==> config.mk <==
export PLATFORM = sky130hd
export DESIGN_NAME = alu_issue
export DESIGN_NICKNAME = d
export VERILOG_FILES = /design/src/rtl/alu_issue.sv
export SDC_FILE = /design/constraint.sdc
export NUM_CORES = 1
export LEC_CHECK = 0
export CAP_MARGIN = 15
export CORE_MARGIN = 1.5
export CORE_UTILIZATION = 57
export CTS_BUF_LIST = sky130_fd_sc_hd__clkbuf_4 sky130_fd_sc_hd__clkbuf_8
export CTS_CLUSTER_DIAMETER = 120
export CTS_CLUSTER_SIZE = 16
export DETAILED_ROUTE_END_ITERATION = 8
export GPL_TIMING_DRIVEN = 0
export PLACE_DENSITY = 0.82
export SLEW_MARGIN = 30
export SYNTH_ARGS = -nofsm -noshare
export SYNTH_HDL_FRONTEND = slang
export SYNTH_SLANG_ARGS = --single-unit
==> constraint.sdc <==
create_clock -name clk -period 3.3 [get_ports clk]
set_input_delay 0.495 -clock clk [delete_from_list [all_inputs] [get_ports clk]]
set_output_delay 0.495 -clock clk [all_outputs]
set_load 0.02 [all_outputs]
==> src/rtl/alu_issue.sv <==
// alu_issue: instruction buffer + decode/issue stage for a small ALU.
// Raw 25-bit instruction words are queued in a FIFO and decoded only when
// they leave it. The decoded operation is held in a registered output slot
// with a valid/ready handshake toward the execute stage.
//
// Optional feature: define ALU_ISSUE_ILLEGAL_TRAP_EN to drop R3 words whose
// opcode is not a known R3 operation (or NOP). A dropped word is never
// presented, and err pulses for one cycle. When the macro is undefined,
// every R3 opcode is passed through and err stays 0.
//
// Opcode macros are supplied here unless the including build already
// defines them.

`ifndef op_ADD
`define op_ADD       8'h01
`endif
`ifndef op_SUB
`define op_SUB       8'h02
`endif
`ifndef op_AND
`define op_AND       8'h03
`endif
`ifndef op_OR
`define op_OR        8'h04
`endif
`ifndef op_XOR
`define op_XOR       8'h05
`endif
`ifndef op_NOT
`define op_NOT       8'h06
`endif
`ifndef op_SLL
`define op_SLL       8'h07
`endif
`ifndef op_SRL
`define op_SRL       8'h08
`endif
`ifndef op_SRA
`define op_SRA       8'h09
`endif
`ifndef op_MUL
`define op_MUL       8'h0A
`endif
`ifndef op_MIN
`define op_MIN       8'h0B
`endif
`ifndef op_MAX
`define op_MAX       8'h0C
`endif
`ifndef op_CLZ
`define op_CLZ       8'h0D
`endif
`ifndef op_POPCNT
`define op_POPCNT    8'h0E
`endif
`ifndef op_ROT
`define op_ROT       8'h0F
`endif
`ifndef op_LI
`define op_LI        8'h11
`endif
`ifndef op_group_R4I
`define op_group_R4I 8'h12
`endif
`ifndef op_group_R4L
`define op_group_R4L 8'h13
`endif

module alu_issue #(
   parameter int INSTR_WIDTH = 25,
   parameter int CTRL_WIDTH  = 8,
   parameter int FIFO_DEPTH  = 4
) (
   input  logic                   clk,
   input  logic                   rst_n,
   input  logic                   in_valid,
   input  logic [INSTR_WIDTH-1:0] in_instr,
   output logic                   in_ready,
   output logic                   out_valid,
   input  logic                   out_ready,
   output logic [CTRL_WIDTH-1:0]  out_ctrl,
   output logic [4:0]             out_rs1,
   output logic [4:0]             out_rs2,
   output logic [4:0]             out_rs3,
   output logic [4:0]             out_rd,
   output logic [15:0]            out_imm,
   output logic                   out_we,
   output logic                   err
);

   localparam int PTR_W = (FIFO_DEPTH > 1) ? $clog2(FIFO_DEPTH) : 1;
   localparam logic [PTR_W-1:0] PTR_ONE = PTR_W'(1'b1);
   localparam logic [PTR_W:0]   CNT_ONE = (PTR_W+1)'(1'b1);
   localparam logic [PTR_W:0]   DEPTH_C = (PTR_W+1)'(FIFO_DEPTH);

   // Opcode constants held in typed parameters so their low bits can be sliced.
   localparam logic [7:0] OP_LI     = `op_LI;
   localparam logic [7:0] OP_GRP_R4I = `op_group_R4I;
   localparam logic [7:0] OP_GRP_R4L = `op_group_R4L;

`ifdef ALU_ISSUE_ILLEGAL_TRAP_EN
   localparam logic TRAP_EN = 1'b1;
`else
   localparam logic TRAP_EN = 1'b0;
`endif

   typedef struct packed {
      logic [CTRL_WIDTH-1:0] ctrl;
      logic [4:0]            rs1;
      logic [4:0]            rs2;
      logic [4:0]            rs3;
      logic [4:0]            rd;
      logic [15:0]           imm;
      logic                  we;
      logic                  illegal;
   } dec_t;

   // Field extraction for the three instruction formats. 'illegal' flags
   // an R3 opcode outside the known set; whether it matters is decided by
   // the trap configuration.
   function automatic dec_t decode_instr(input logic [INSTR_WIDTH-1:0] w);
      dec_t d;
      d = '0;
      if (w[24] == 1'b0) begin
         // LI: immediate load, rs1 doubles as the destination
         d.ctrl = CTRL_WIDTH'({w[23:21], OP_LI[4:0]});
         d.imm  = w[20:5];
         d.rs1  = w[4:0];
         d.rd   = w[4:0];
         d.we   = 1'b1;
      end else if (w[23] == 1'b0) begin
         // R4: four-register form, group selected by bit 22
         d.ctrl = CTRL_WIDTH'({1'b0, w[21:20],
                               (w[22] ? OP_GRP_R4L[4:0] : OP_GRP_R4I[4:0])});
         d.rs3  = w[19:15];
         d.rs2  = w[14:10];
         d.rs1  = w[9:5];
         d.rd   = w[4:0];
         d.we   = 1'b1;
      end else begin
         // R3: opcode carried verbatim; all-zero opcode is a NOP with no write
         d.ctrl = CTRL_WIDTH'(w[22:15]);
         d.rs2  = w[14:10];
         d.rs1  = w[9:5];
         d.rd   = w[4:0];
         case (w[22:15])
            8'h00: begin
               d.we      = 1'b0;
               d.illegal = 1'b0;
            end
            `op_ADD, `op_SUB, `op_AND, `op_OR, `op_XOR,
            `op_NOT, `op_SLL, `op_SRL, `op_SRA, `op_MUL,
            `op_MIN, `op_MAX, `op_CLZ, `op_POPCNT, `op_ROT: begin
               d.we      = 1'b1;
               d.illegal = 1'b0;
            end
            default: begin
               d.we      = 1'b1;
               d.illegal = 1'b1;
            end
         endcase
      end
      return d;
   endfunction

   // Buffer storage and bookkeeping
   logic [INSTR_WIDTH-1:0] mem_r [FIFO_DEPTH];
   logic [PTR_W-1:0]       wr_ptr_r;
   logic [PTR_W-1:0]       rd_ptr_r;
   logic [PTR_W:0]         count_r;
   logic [PTR_W:0]         count_nxt_s;
   logic                   in_ready_r;

   // Output slot
   logic                   out_valid_r;
   logic [CTRL_WIDTH-1:0]  out_ctrl_r;
   logic [4:0]             out_rs1_r;
   logic [4:0]             out_rs2_r;
   logic [4:0]             out_rs3_r;
   logic [4:0]             out_rd_r;
   logic [15:0]            out_imm_r;
   logic                   out_we_r;
   logic                   err_r;

   logic                   push_s;
   logic                   pop_s;
   logic                   drop_s;
   logic [INSTR_WIDTH-1:0] head_word_s;
   dec_t                   head_dec_s;

   assign push_s = in_valid && in_ready_r;
   // The head leaves the buffer whenever the output slot is free or being vacated.
   assign pop_s  = (count_r != '0) && (!out_valid_r || out_ready);
   assign drop_s = TRAP_EN && head_dec_s.illegal;

   // Decode the buffer head so it is ready to load into the output slot.
   always_comb begin
      head_word_s = mem_r[rd_ptr_r];
      head_dec_s  = decode_instr(head_word_s);
   end

   // Next occupancy from the push/pop combination; simultaneous push and pop cancel.
   always_comb begin
      count_nxt_s = count_r;
      case ({push_s, pop_s})
         2'b10:   count_nxt_s = count_r + CNT_ONE;
         2'b01:   count_nxt_s = count_r - CNT_ONE;
         default: count_nxt_s = count_r;
      endcase
   end

   // Raw word storage; contents beyond the occupancy are never read, so no reset.
   always_ff @(posedge clk) begin
      if (rst_n && push_s) begin
         mem_r[wr_ptr_r] <= in_instr;
      end
   end

   // Pointers, occupancy and the registered ready flag (depends only on state).
   always_ff @(posedge clk) begin
      if (!rst_n) begin
         wr_ptr_r   <= '0;
         rd_ptr_r   <= '0;
         count_r    <= '0;
         in_ready_r <= 1'b1;
      end else begin
         if (push_s) begin
            wr_ptr_r <= wr_ptr_r + PTR_ONE;
         end
         if (pop_s) begin
            rd_ptr_r <= rd_ptr_r + PTR_ONE;
         end
         count_r    <= count_nxt_s;
         in_ready_r <= (count_nxt_s < DEPTH_C);
      end
   end

   // Output slot: load the decoded head, hold under backpressure, clear after hand-off.
   always_ff @(posedge clk) begin
      if (!rst_n) begin
         out_valid_r <= 1'b0;
         out_ctrl_r  <= '0;
         out_rs1_r   <= 5'd0;
         out_rs2_r   <= 5'd0;
         out_rs3_r   <= 5'd0;
         out_rd_r    <= 5'd0;
         out_imm_r   <= 16'd0;
         out_we_r    <= 1'b0;
      end else if (pop_s && !drop_s) begin
         out_valid_r <= 1'b1;
         out_ctrl_r  <= head_dec_s.ctrl;
         out_rs1_r   <= head_dec_s.rs1;
         out_rs2_r   <= head_dec_s.rs2;
         out_rs3_r   <= head_dec_s.rs3;
         out_rd_r    <= head_dec_s.rd;
         out_imm_r   <= head_dec_s.imm;
         out_we_r    <= head_dec_s.we;
      end else if (out_ready) begin
         out_valid_r <= 1'b0;
      end
   end

   // One-cycle pulse when an illegal R3 word is popped and discarded.
   always_ff @(posedge clk) begin
      if (!rst_n) begin
         err_r <= 1'b0;
      end else begin
         err_r <= pop_s && drop_s;
      end
   end

   assign in_ready  = in_ready_r;
   assign out_valid = out_valid_r;
   assign out_ctrl  = out_ctrl_r;
   assign out_rs1   = out_rs1_r;
   assign out_rs2   = out_rs2_r;
   assign out_rs3   = out_rs3_r;
   assign out_rd    = out_rd_r;
   assign out_imm   = out_imm_r;
   assign out_we    = out_we_r;
   assign err       = err_r;

endmodule

[Word-level counts from Yosys, hierarchy flattened]
Memory sizes are Yosys's and may differ from the RTL's. A register that Yosys moved wholly into a read port is not among the register bits.
Cells that the tools add are included.
Cells by class
  $add $sub $neg: 4
  $lt $le $gt $ge: 1
  equality and inequality tests: 2
  muxes and demuxes: 16
  reductions and logical operators: 8
Operator list (count)
  2-to-1 mux 18 bit: 1
  2-to-1 mux 16 bit: 1
  2-to-1 mux 13 bit: 1
  2-to-1 mux 10 bit: 1
  2-to-1 mux 1 bit: 7
  2-to-1 mux 2 bit: 3
  case mux 3 bit (2 select lines): 1
  2-to-1 mux 5 bit: 1
  adder 2 x 1 -> 2 bit, second input constant: 2
  logical NOT 4 bit: 1
  adder 3 x 1 -> 3 bit, second input constant: 1
  logical AND 1 bit: 3
  less-than comparator 3 bit, second input constant: 1
  nonzero test 3 bit: 1
  subtractor 3 x 1 -> 3 bit, second input constant: 1
  == test 2 x 1 -> 1 bit, second input constant: 1
  == test 2 bit, second input constant: 1
  nonzero test 2 bit: 1
  logical NOT 1 bit: 1
  logical OR 1 bit: 1
Word-level totals
  flip-flop bits (word level): 54
  bits in writable memories: 100
  bits in read-only memories: 16
  bits of input ports: 29
  output and inout bits: 48
  logic and storage cells: 45
  memories kept: 2
Memory list
  mem_r: depth 4, width 25, rd ports 1, clocked after Yosys merged registers in 1, wr ports 1, RTL line 167  | logic [INSTR_WIDTH-1:0] mem_r [FIFO_DEPTH];
  (no name shown): depth 16, width 1, rd ports 1, clocked after Yosys merged registers in 0, wr ports 0, RTL line 146  | case (w[22:15])

[Logic depth before layout (Yosys ltp)]
  depth in word-level cells: 6
  gate-level depth with buffers: 11
  mapped depth without buffers: 9

[Worst setup path after synthesis]
OpenSTA, ideal clock, no wires.
  kind: register to register
  from: register count_r[0]
  to: register in_ready_r (netlist: in_ready)
  library setup time: 0.124 ns
  arrival time: 2.277 ns
  data required time: 3.176 ns
  setup slack: 0.899 ns
  cell stages (with the launch flop): 12
  buffers on the path: 2
  clock period less this slack: 2.401 ns
  cells stage by stage: dfxtp_1 or3_1 nand2_1 inv_1 buf_2 buf_1 ha_1 fa_1 xnor2_1 nor2_1 xnor2_1 nand2b_1
Between the ends
  longest elaborated chain between the ends: 5
  elaborated cells between the ends (all ways): 8
  classes of those cells: 2 x add/sub; 1 x order compare; 2 x eq/ne; 1 x mux; 2 x reduce/logical
Ends and longest elaborated chain
  from (decl): RTL line 170  | logic [PTR_W:0] count_r;
  from (signal assigned): RTL line 233  | count_r <= count_nxt_s;
  nonzero test 3 bit *: RTL line 193  | assign pop_s = (count_r != '0) && (!out_valid_r || out_ready);
  logical AND 1 bit *: RTL line 193
  via pop_s: RTL line 186  | logic pop_s;
  == test 2 x 1 -> 1 bit or == test 2 bit (tied branches): RTL line 205  | case ({push_s, pop_s})
  case mux 3 bit (2 select lines) *: RTL line 205
  less-than comparator 3 bit *: RTL line 234  | in_ready_r <= (count_nxt_s < DEPTH_C);
  to (signal assigned): RTL line 234
  to (decl): RTL line 172  | logic in_ready_r;
The timed path passes the listed nets; every way through them passes the cells marked *.
A chain may end at the register's enable or synchronous reset.

[Worst setup path after layout]
Same ends and word-level chain as after synthesis.

==> impl_metrics.env <==
export IMPL_yosys_top_cells_area="edfxtp_1 50%, dfxtp_1 19%, mux4_2 8.6%"
export IMPL_first_global_vias=3667
export IMPL_path_cells="or3_1, nand2_1, inv_1, buf_2, buf_1, ha_1, fa_1, xnor2_1, nor2_1, xnor2_1, nand2b_1"
export IMPL_antenna_found_initial=0
export IMPL_met1_usage=0.3144
export IMPL_fin_tns_setup_ns=0
export IMPL_die_h_um=105.5
export IMPL_synth_cell_type_count=36
export IMPL_fmax_mhz=361.2
export IMPL_final_util=0.7096
export IMPL_synthTopCellsByCount="100 x edfxtp_1, 56 x dfxtp_1, 45 x nand2_1"
export IMPL_die_w_um=105.5
export IMPL_post_synth_top_count_cell="edfxtp_1"
export IMPL_cts_path_max_buffers=2
export IMPL_ys_seq_area_frac=0.6881
export IMPL_power_leakage_nw=2.494
export IMPL_finalSetupViolCount=0
export IMPL_clkSlewWorstSetupHoldPaths_ns=0.08
export IMPL_p_comb_frac=0.375
export IMPL_endpoint_kind="flip-flop"
export IMPL_h_tree_depth=4
export IMPL_p_per_area_nw_per_um2=848.5
export IMPL_syn_instance_count=383
export IMPL_use_met2=0.3936
export IMPL_final_antenna_net_count=0
export IMPL_yosysTopAreaCell="edfxtp_1"
export IMPL_synth_top_family_by_area="multiplexers"
export IMPL_relSlewSlack=0.5147
export IMPL_worst_skew_pair_late_latency_ns=0.44
export IMPL_layout_cells_non_filler=626
export IMPL_crit_path_frequent_cell="xnor2_1"
export IMPL_synth_edf_count=100
export IMPL_start_util=0.5832
export IMPL_dieArea_sq_um=11140
export IMPL_synthMuxAreaShare=0.1102
export IMPL_port_buffers=75
export IMPL_n_antenna_cell=0
export IMPL_synth_xor_area_frac=0.008768
export IMPL_p_int_w=0.004070
export IMPL_post_place_ws_ns=0.2024
export IMPL_synth_ff_type="edfxtp_1"
export IMPL_cts_made_buffers=17
export IMPL_crit_required_ns=3.62
export IMPL_num_vias=3568
export IMPL_synthSimpleGateAreaFrac=0.09186
export IMPL_yosysWarnings=0
export IMPL_grt_pass1_wl_mm=19.40
export IMPL_clock_sinks=156
export IMPL_dpl_cell_area_sq_um=6919
export IMPL_startpoint_type="flip-flop"
export IMPL_worst_path_max_fanout=10
export IMPL_grt_overflow=0
export IMPL_p_sw_frac=0.3423
export IMPL_busiest_layer="met2"
export IMPL_hp_class="flip-flop to flip-flop"
export IMPL_area_delta_synth_final_pct=21.69
export IMPL_final_area_sq_um=7293
export IMPL_ctsResizeCount=0
export IMPL_drt_iter0_drc=233
export IMPL_first_pass_iters=5
export IMPL_worst_ep_arrival_time_ns=3.09
export IMPL_synth_area_sq_um=5993
export IMPL_status="complete, no violations"
export IMPL_wl_per_cell_um=19.55
export IMPL_p_switching_w=0.002118
export IMPL_r2r_setup_slack_ns=0.53
export IMPL_seqPwrFrac=0.409
export IMPL_ys_ff_latch=156
export IMPL_postSynthAreaPerCell_sq_um=15.65
export IMPL_pin_count=77
export IMPL_crit_path_top_delay_cell="or3_1"
export IMPL_post_cts_repair_setup_buffers=0
export IMPL_path_class="flip-flop to flip-flop"
export IMPL_drive_gt1_frac=0.1408
export IMPL_rsz0062_at_grt="no"
export IMPL_dpl_cell_count=594
export IMPL_slew_violations=0
export IMPL_grt_max_degree=26
export IMPL_synth_top_area_frac=0.5010
export IMPL_hold_buffers=0
export IMPL_layout_nets=512
export IMPL_fin_crit_sh=0.8390
export IMPL_avgViaCountPerCell=5.700
export IMPL_cts_tree="built"
export IMPL_synth_compound_area_share=0.06263
export IMPL_coreArea_sq_um=10280
export IMPL_worst_ir_drop_vdd_mv=0.4510
export IMPL_dp_hpwl_mm=8.351
export IMPL_cts_root_buf="clkbuf_8"
export IMPL_fin_crit_ns=2.769
export IMPL_finalHoldViolCount=0
export IMPL_worst_slack_ns=0.5311
export IMPL_fin_worst_skew_ns=0.009626
export IMPL_use_met3=0.04267
export IMPL_drt_total_wl_mm=12.24
export IMPL_p_clk_frac=0.217
export IMPL_cp_slowest_stage_delay_ns=0.41
export IMPL_rows=37
export IMPL_async_flop_share=0
export IMPL_synthAdderAreaFrac=0.01378
export IMPL_globalplace_congestion=0.7792
export IMPL_max_slew_worst_pin_slew_ns=0.7280
export IMPL_synthesis_nets=418
export IMPL_track_usage=0.2361
export IMPL_drc=0
export IMPL_maxCapViolCount=0
## through the flow
step / power, W / hold slack (ns)
2_1_floorplan: 0.004044 / 0.4765
4_1_cts: 0.006194 / 0.4652
6_report: 0.006188 / 0.4636
3_3_place_gp: 0.004805 / 0.4431
3_5_place_dp: 0.004855 / 0.4478
5_1_grt: 0.006478 / 0.4930
## layout by cell type, fill, tap and decap left out, types with 4 or more instances in the layout
cell type,count
mux4_2,23
nand3b_1,16
xnor2_1,6
buf_1,4
ha_1,5
clkbuf_8,17
nand2_1,45
and2_1,6
nand3_1,11
a22oi_1,5
mux2i_1,9
nor2b_1,8
a21boi_0,28
clkinv_2,4
buf_2,6
clkbuf_1,9
a21boi_1,4
clkdlybuf4s50_1,75
and2_2,4
o211a_1,7
dfxtp_1,56
edfxtp_1,100
## metal layers
layer / share of wire / vias up / wire length, um
li1: - / 1618 / -
met1: 0.42 / 1794 / 5141
met2: 0.51 / 138 / 6262
met3: 0.055 / 18 / 670
met4: 0.013 / 0 / 165
met5: 0 / - / 0
## worst max-delay path, delay by kind of cell, from the launching register on
kind          cells  cell delay, ns
flops             1            0.37
fa+ha+maj         2            0.69
buf+inv           3            0.56
xor+xnor          2            0.30
simple gates      4            0.74
## flip-flops by register name, indices dropped and copies added (netlist names), named ones only
register	flops
mem_r	100
out_imm	16
out_ctrl	8
out_rd	5
out_rs1	5
out_rs2	5
out_rs3	5
count_r	2
rd_ptr_r	2
wr_ptr_r	2
in_ready	1
out_valid	1
out_we	1
## logic make-up (layout without fill, tap and decap cells)
kind of cell / Yosys count / after routing
AO/OA/AOI/OAI: 49 / 49
flip-flops: 156 / 156
buffers and inverters: 28 / 135
XOR/XNOR: 6 / 6
adder cells (fa/ha/maj): 6 / 6
other: 1 / 1
AND/OR/NAND/NOR: 103 / 103
multiplexers: 34 / 34
## final timing paths
kind,depth (start not counted),startpoint,endpoint
worst max-delay path,11,count_r[0]$_SDFFE_PN0N_,in_ready$_SDFF_PN1_
worst min-delay path,2,out_imm[11]$_SDFFE_PN0P_,out_imm[11]$_SDFFE_PN0P_
worst max register to register,11,count_r[0]$_SDFFE_PN0N_,in_ready$_SDFF_PN1_
worst min register to register,2,out_imm[11]$_SDFFE_PN0P_,out_imm[11]$_SDFFE_PN0P_
## power by group through the flow
| stage | sequential [W] | clock [W] | combinational (W) |
|---|---|---|---|
| floorplan | 0.00274 | 0 | 0.00130 |
| global placement | 0.00256 | 0 | 0.00225 |
| detailed placement | 0.00257 | 0 | 0.00229 |
| CTS | 0.00253 | 0.00135 | 0.00232 |
| global route | 0.00256 | 0.00143 | 0.00248 |
| finish | 0.00253 | 0.00134 | 0.00232 |
## cell type report
class,instances,area [sq um]
Inverter,3,11.26
Sequential cell,156,4124
Multi-Input combinational cell,199,1730
Tap cell,136,170.2
Timing Repair Buffer,75,750.7
Clock inverter,13,125.1
Fill cell,699,2984
Buffer,25,132.6
Clock buffer,19,249.0
No activity file was read; power rests on OpenSTA's default activity.
==> variant 1, RTL diff (same settings) <==
Reset style: asynchronous (`rst_n`), changed in 3 clocked blocks.
--- a/src/rtl/alu_issue.sv
+++ b/src/rtl/alu_issue.sv
@@ -219,3 +219,3 @@
    // Pointers, occupancy and the registered ready flag (depends only on state).
-   always_ff @(posedge clk) begin
+   always_ff @(posedge clk or negedge rst_n) begin
       if (!rst_n) begin
@@ -238,3 +238,3 @@
    // Output slot: load the decoded head, hold under backpressure, clear after hand-off.
-   always_ff @(posedge clk) begin
+   always_ff @(posedge clk or negedge rst_n) begin
       if (!rst_n) begin
@@ -263,3 +263,3 @@
    // One-cycle pulse when an illegal R3 word is popped and discarded.
-   always_ff @(posedge clk) begin
+   always_ff @(posedge clk or negedge rst_n) begin
       if (!rst_n) begin
Check against the original RTL: differs if rst_n is asserted again (counterexample within 4 cycles, from zero or initial values and one cycle with rst_n low); with rst_n held inactive, the same outputs for 10 cycles.
==> variant 1 against the original RTL <==
  * Total power is 8.1% higher
  * Synthesized area is 0.23% lower
  * Routed wire length is 0.60% lower
  * Sequential cell count is 2 lower
  * Cell area is 1.1% higher
  * Worst setup slack better by 87 ps
  * Via count is 4.0% lower
  * Critical path depth stayed put
  * Critical endpoint is now in_ready
==> variant 1: results (changes against the original RTL) <==
| Metric | Value |
|---|---|
| R2R Setup Slk | `620 ps (+90 ps)` |
| Multiplexer area fraction after synthesis | `11.0% (-0.037 points)` |
| Final-stage net count | `500 (-2.3%)` |
| Worst-Margin Slew | `761 ps (+33.2 ps)` |
| Count of cell types in the netlist | `31 (-14%)` |
| Sw Share | `33.9% (-0.35 points)` |
| DRT Wirelength | `12,200 µm (-0.60%)` |
| Hpwl dp | `8120 µm (-2.7%)` |
| Largest net degree at the start of global routing | `53 (+100%)` |
| Clock power share | `22.7% (+1.0 points)` |
| Post-Syn Area per Cell | `16.2 µm² (+3.6%)` |
| GRT Util Overall | `24.0% (+0.43 points)` |
| GP Congestion | `0.779 (about the same)` |
| Placed Cells | `581 (-2.2%)` |
| Layout Skew | `9.93 ps (+0.303 ps)` |
| Synth Area in Adders | `1.38% (+0.0032 points)` |
| Outcome | `finished, final reports clean` |
| Global-route wire length before repair | `19,400 µm (-0.18%)` |
| H-tree levels | `4 (unchanged)` |
| Worst path slowest cell | `dfrtp_1` |
| Routed vias/inst | `5.58 (-2.1%)` |
| Hold WC Path Type | `input port to async pin` |
| Synth Net Count | `404 (-3.3%)` |
| Post-synthesis compound-gate area fraction | `2.30% (-4.0 points)` |
| First DRT Iteration DRCs | `294 (+26%)` |
| Placed standard-cell area | `6930 µm² (+0.16%)` |
| Crit path from | `count_r[0]` |
| Max VDD drop | `0.493 mV (+9.4%)` |
| Synth area leaders | `edfxtp_1 50%, dfrtp_1 22%, mux4_2 6.4%` |
| Synth top cells by count | `100 x edfxtp_1, 82 x nand2_1, 53 x dfrtp_1` |
| Vias in the first global route | `3,601 (-1.8%)` |
| CP delay by family, top | `adder cells` |
| Critical Path AT | `3050 ps (-40 ps)` |
| Fin Hold WS | `426 ps (-37.2 ps)` |
| Leak | `2.85 nW (+14%)` |
| Post-synth ARST share | `35.1% (+35 points)` |
| Pre-antenna DRT Iters | `4 (-1)` |
variant 1: cell types whose count changed after synthesis, sizes merged, moves of 7 or more:
cell	before	now
a21boi	32	0
a31oi	2	9
dfrtp	0	53
dfxtp	56	0
nand2	45	82
nand3	11	21
nand3b	16	0
nor2	2	12
nor2b	8	0
o211a	7	0
variant 1: worst max path at each step:
stage / cells after the start / endpoint / slack [ps]
after global routing: 11 / in_ready / 400
after CTS: 11 / in_ready / 580
after floorplan: 11 / in_ready / 980
after detailed placement: 12 / in_ready / 360
final: 11 / in_ready / 620
after global placement: 3 / mem_r[1][2] / -1330
variant 1: stage by stage:
stage                     worst slack (ps)  total power [mW]  TNS (ps)
after floorplan                        981              4.23         0
after global placement               -1330              5.12   -132360
after detailed placement               363              5.22         0
after CTS                              585              6.72         0
after global routing                   401              7.01         0
final                                  618              6.69         0
variant 1: timing repair:
action                    in CTS  in global routing
resized for setup              0                  0
hold endpoints to repair       3                  0
hold buffers                   1                  0
variant 1: metal layers:
metal  wire, µm  vias to the layer above  global-route usage, %
li1           -                     1551                      -
met1       4970                     1741                   30.4
met4        321                        0                   11.1
met2       6390                      106                   40.7
met5          0                        -                      0
met3        488                       27                   4.51
variant 1: cell type report:
cell class	instances	area, µm²
Buffer	19	130
Fill cell	664	2860
Timing Repair Buffer	77	786
Sequential cell	154	4360
Tap cell	136	170
Inverter	6	22.5
Clock inverter	13	175
Clock buffer	19	255
Multi-Input combinational cell	190	1480
variant 1: kinds of logic (layout without fill, tap and decap cells):
kind of cell / after synthesis / after routing
DFF: 154 / 154
buffers and inverters: 25 / 134
adders and majority gates: 6 / 6
xor gates and xnor gates: 6 / 6
AOI/OAI and AO/OA: 21 / 21
muxes: 31 / 31
other: 1 / 1
and+or+nand+nor: 125 / 125
==> variant 2, RTL diff (same flow settings) <==
Without the edit above. The parameter `INSTR_WIDTH` goes from 25 to 50.
--- a/src/rtl/alu_issue.sv
+++ b/src/rtl/alu_issue.sv
@@ -69,3 +69,3 @@
 module alu_issue #(
-   parameter int INSTR_WIDTH = 25,
+   parameter int INSTR_WIDTH = 50,
    parameter int CTRL_WIDTH  = 8,
Ports: changed (resized in_instr); port bits go from 77 to 102. The function was not compared with the original's and may differ.
==> variant 2 against the original RTL <==
  * Total power rose by 7.7%
  * Fmax rose by 0.17%
  * Largest power group unchanged
  * Routed wire length rose by 4.2%
  * Count of clock-buffer cells in the layout rose by 2
  * Largest cell class unchanged
  * Worst setup slack improved by 4.7 ps
  * Cell area rose by 2.0%
  * Critical path type is now input port to flop
  * Via count rose by 0.14%
  * Sequential share of layout area fell by 1.1 points
  * Sequential cell count did not move
  * Synthesized area barely moved
==> variant 2: results (changes against the original RTL) <==
| Metric | Value |
|---|---|
| Net switching power | `2.15 mW (+1.7%)` |
| Hpwl dp | `8270 µm (-0.99%)` |
| Min-Delay Endpoint | `out_imm[12]` |
| Clock Pin Slew Worst Setup and Hold Paths | `80 ps (about the same)` |
| DRT Wirelength | `12,800 µm (+4.2%)` |
| Synth top cells by count | `100 x edfxtp_1, 56 x dfxtp_1, 45 x nand2_1` |
| CTS Buffer Depth | `2 (unchanged)` |
| Count of cell types in the netlist | `36 (unchanged)` |
| H-tree levels | `4 (unchanged)` |
| Worst path slowest cell | `buf_1` |
| Max VDD drop | `0.525 mV (+16%)` |
| Post-synth ARST share | `0% (unchanged)` |
| Synth Warn # | `0 (unchanged)` |
| Most flops, register | `mem_r` |
| Global-route wire length before repair | `20,000 µm (+3.3%)` |
| Layout Skew | `10.1 ps (+0.522 ps)` |
| CTS buffer count | `17 (unchanged)` |
| Root buf cell | `clkbuf_8` |
| Placed Cells | `594 (unchanged)` |
| # diodes | `0 (unchanged)` |
| Port Buffers | `75 (unchanged)` |
| First DRT Iteration DRCs | `220 (-5.6%)` |
| Number of cells upsized or downsized after cts | `0 (unchanged)` |
| Final-stage net count | `537 (+4.9%)` |
| Hold WC Path Type | `flop to flop` |
| Largest stage delay, worst path | `520 ps (+110 ps)` |
| GP Congestion | `0.802 (+2.9%)` |
| Synth area leaders | `edfxtp_1 50%, dfxtp_1 19%, mux4_2 8.6%` |
| Antenna violations before repair | `0 (unchanged)` |
| Total number of vias | `3,573 (+0.14%)` |
| GRT Util Overall | `24.8% (+1.1 points)` |
| Critical Path AT | `3080 ps (about the same)` |
| Outcome | `finished, final reports clean` |
| Hold Path Cell Cnt | `2 (unchanged)` |
| Seq/Total Area, Yosys | `68.8% (about the same)` |
| Max Fanout on Critical Path | `10 (unchanged)` |
| R2R depth | `11 (unchanged)` |
| Vias in the first global route | `3,668 (+0.027%)` |
| Leak | `2.56 nW (+2.7%)` |
| Synth Net Count | `443 (+6.0%)` |
| Slew HR | `48.0% (-3.5 points)` |
| Worst-skew pair later-pin latency | `440 ps (about the same)` |
| Worst slack, placed | `127 ps (-75.9 ps)` |
| Largest net degree at the start of global routing | `26 (unchanged)` |
| Largest register FFs | `100 (unchanged)` |
| Hold Startpoint | `out_imm[12]` |
| Fraction of layout cells with a size suffix above 1 | `14.9% (+0.82 points)` |
| CP delay by family, top | `buffers and inverters` |
| Filler Cell Count | `674 (-3.6%)` |
| Crit path from | `out_ready` |
| Pre-antenna DRT Iters | `5 (unchanged)` |
[variant 2: through the flow]
step | instance area [µm²] | utilization [%] | hold WS [ps]
finish | 7440 | 72.4 | 452
global route | 7440 | 72.4 | 479
CTS | 7440 | 72.4 | 455
detailed placement | 6920 | 67.3 | 443
global placement | 6910 | 67.3 | 440
floorplan | 5990 | - | 476
[variant 2: worst max path at each step]
| stage | slack (ps) | depth (start not counted) | to |
|---|---|---|---|
| 2_1_floorplan | 960 | 11 | in_ready |
| 3_3_place_gp | 160 | 12 | in_ready |
| 3_5_place_dp | 130 | 12 | in_ready |
| 4_1_cts | 540 | 11 | in_ready |
| 5_1_grt | 340 | 12 | in_ready |
| 6_report | 540 | 12 | in_ready |
[variant 2: cells by family (layout without fill, tap and decap cells)]
group / after synthesis / after routing / share of synthesized area [%]
DFF: 156 / 156 / 68.8
and+or+nand+nor: 103 / 103 / 9.19
AOI/OAI and AO/OA: 49 / 49 / 6.26
muxes: 34 / 34 / 11.0
buffers and inverters: 28 / 135 / 2.38
adders and majority gates: 6 / 6 / 1.38
xor gates and xnor gates: 6 / 6 / 0.877
other: 1 / 1 / 0.0626
[variant 2: per-layer routing]
metal / track usage, % / share of wire, % / vias up / wire [µm]
li1: - / - / 1625 / -
met1: 34.2 / 41 / 1765 / 5220
met2: 39.2 / 50 / 166 / 6340
met3: 5.01 / 8.0 / 17 / 1020
met4: 9.56 / 1.4 / 0 / 176
met5: 0 / 0 / - / 0
[variant 2: worst min-delay path, stage by stage (launching register included)]
cell	delay [ps]
dfxtp_1	310
nand2_1	50
a21boi_1	50
[variant 2: cell type report]
class	instances	share of cell area, %
plain buffers	25	1.77
clock inverters	11	3.18
repair buffers	75	10.1
clock buffers	21	3.80
well taps	136	2.29
inverters	3	0.151
multi-input cells	199	23.3
flip-flops and latches	156	55.5
[variant 2: power by group through the flow]
stage	Sequential [mW]	Combinational [mW]	Clock [mW]
finish	2.54	2.33	1.79
global route	2.57	2.52	1.89
CTS	2.54	2.34	1.80
detailed placement	2.58	2.32	0
global placement	2.57	2.26	0
floorplan	2.74	1.30	0
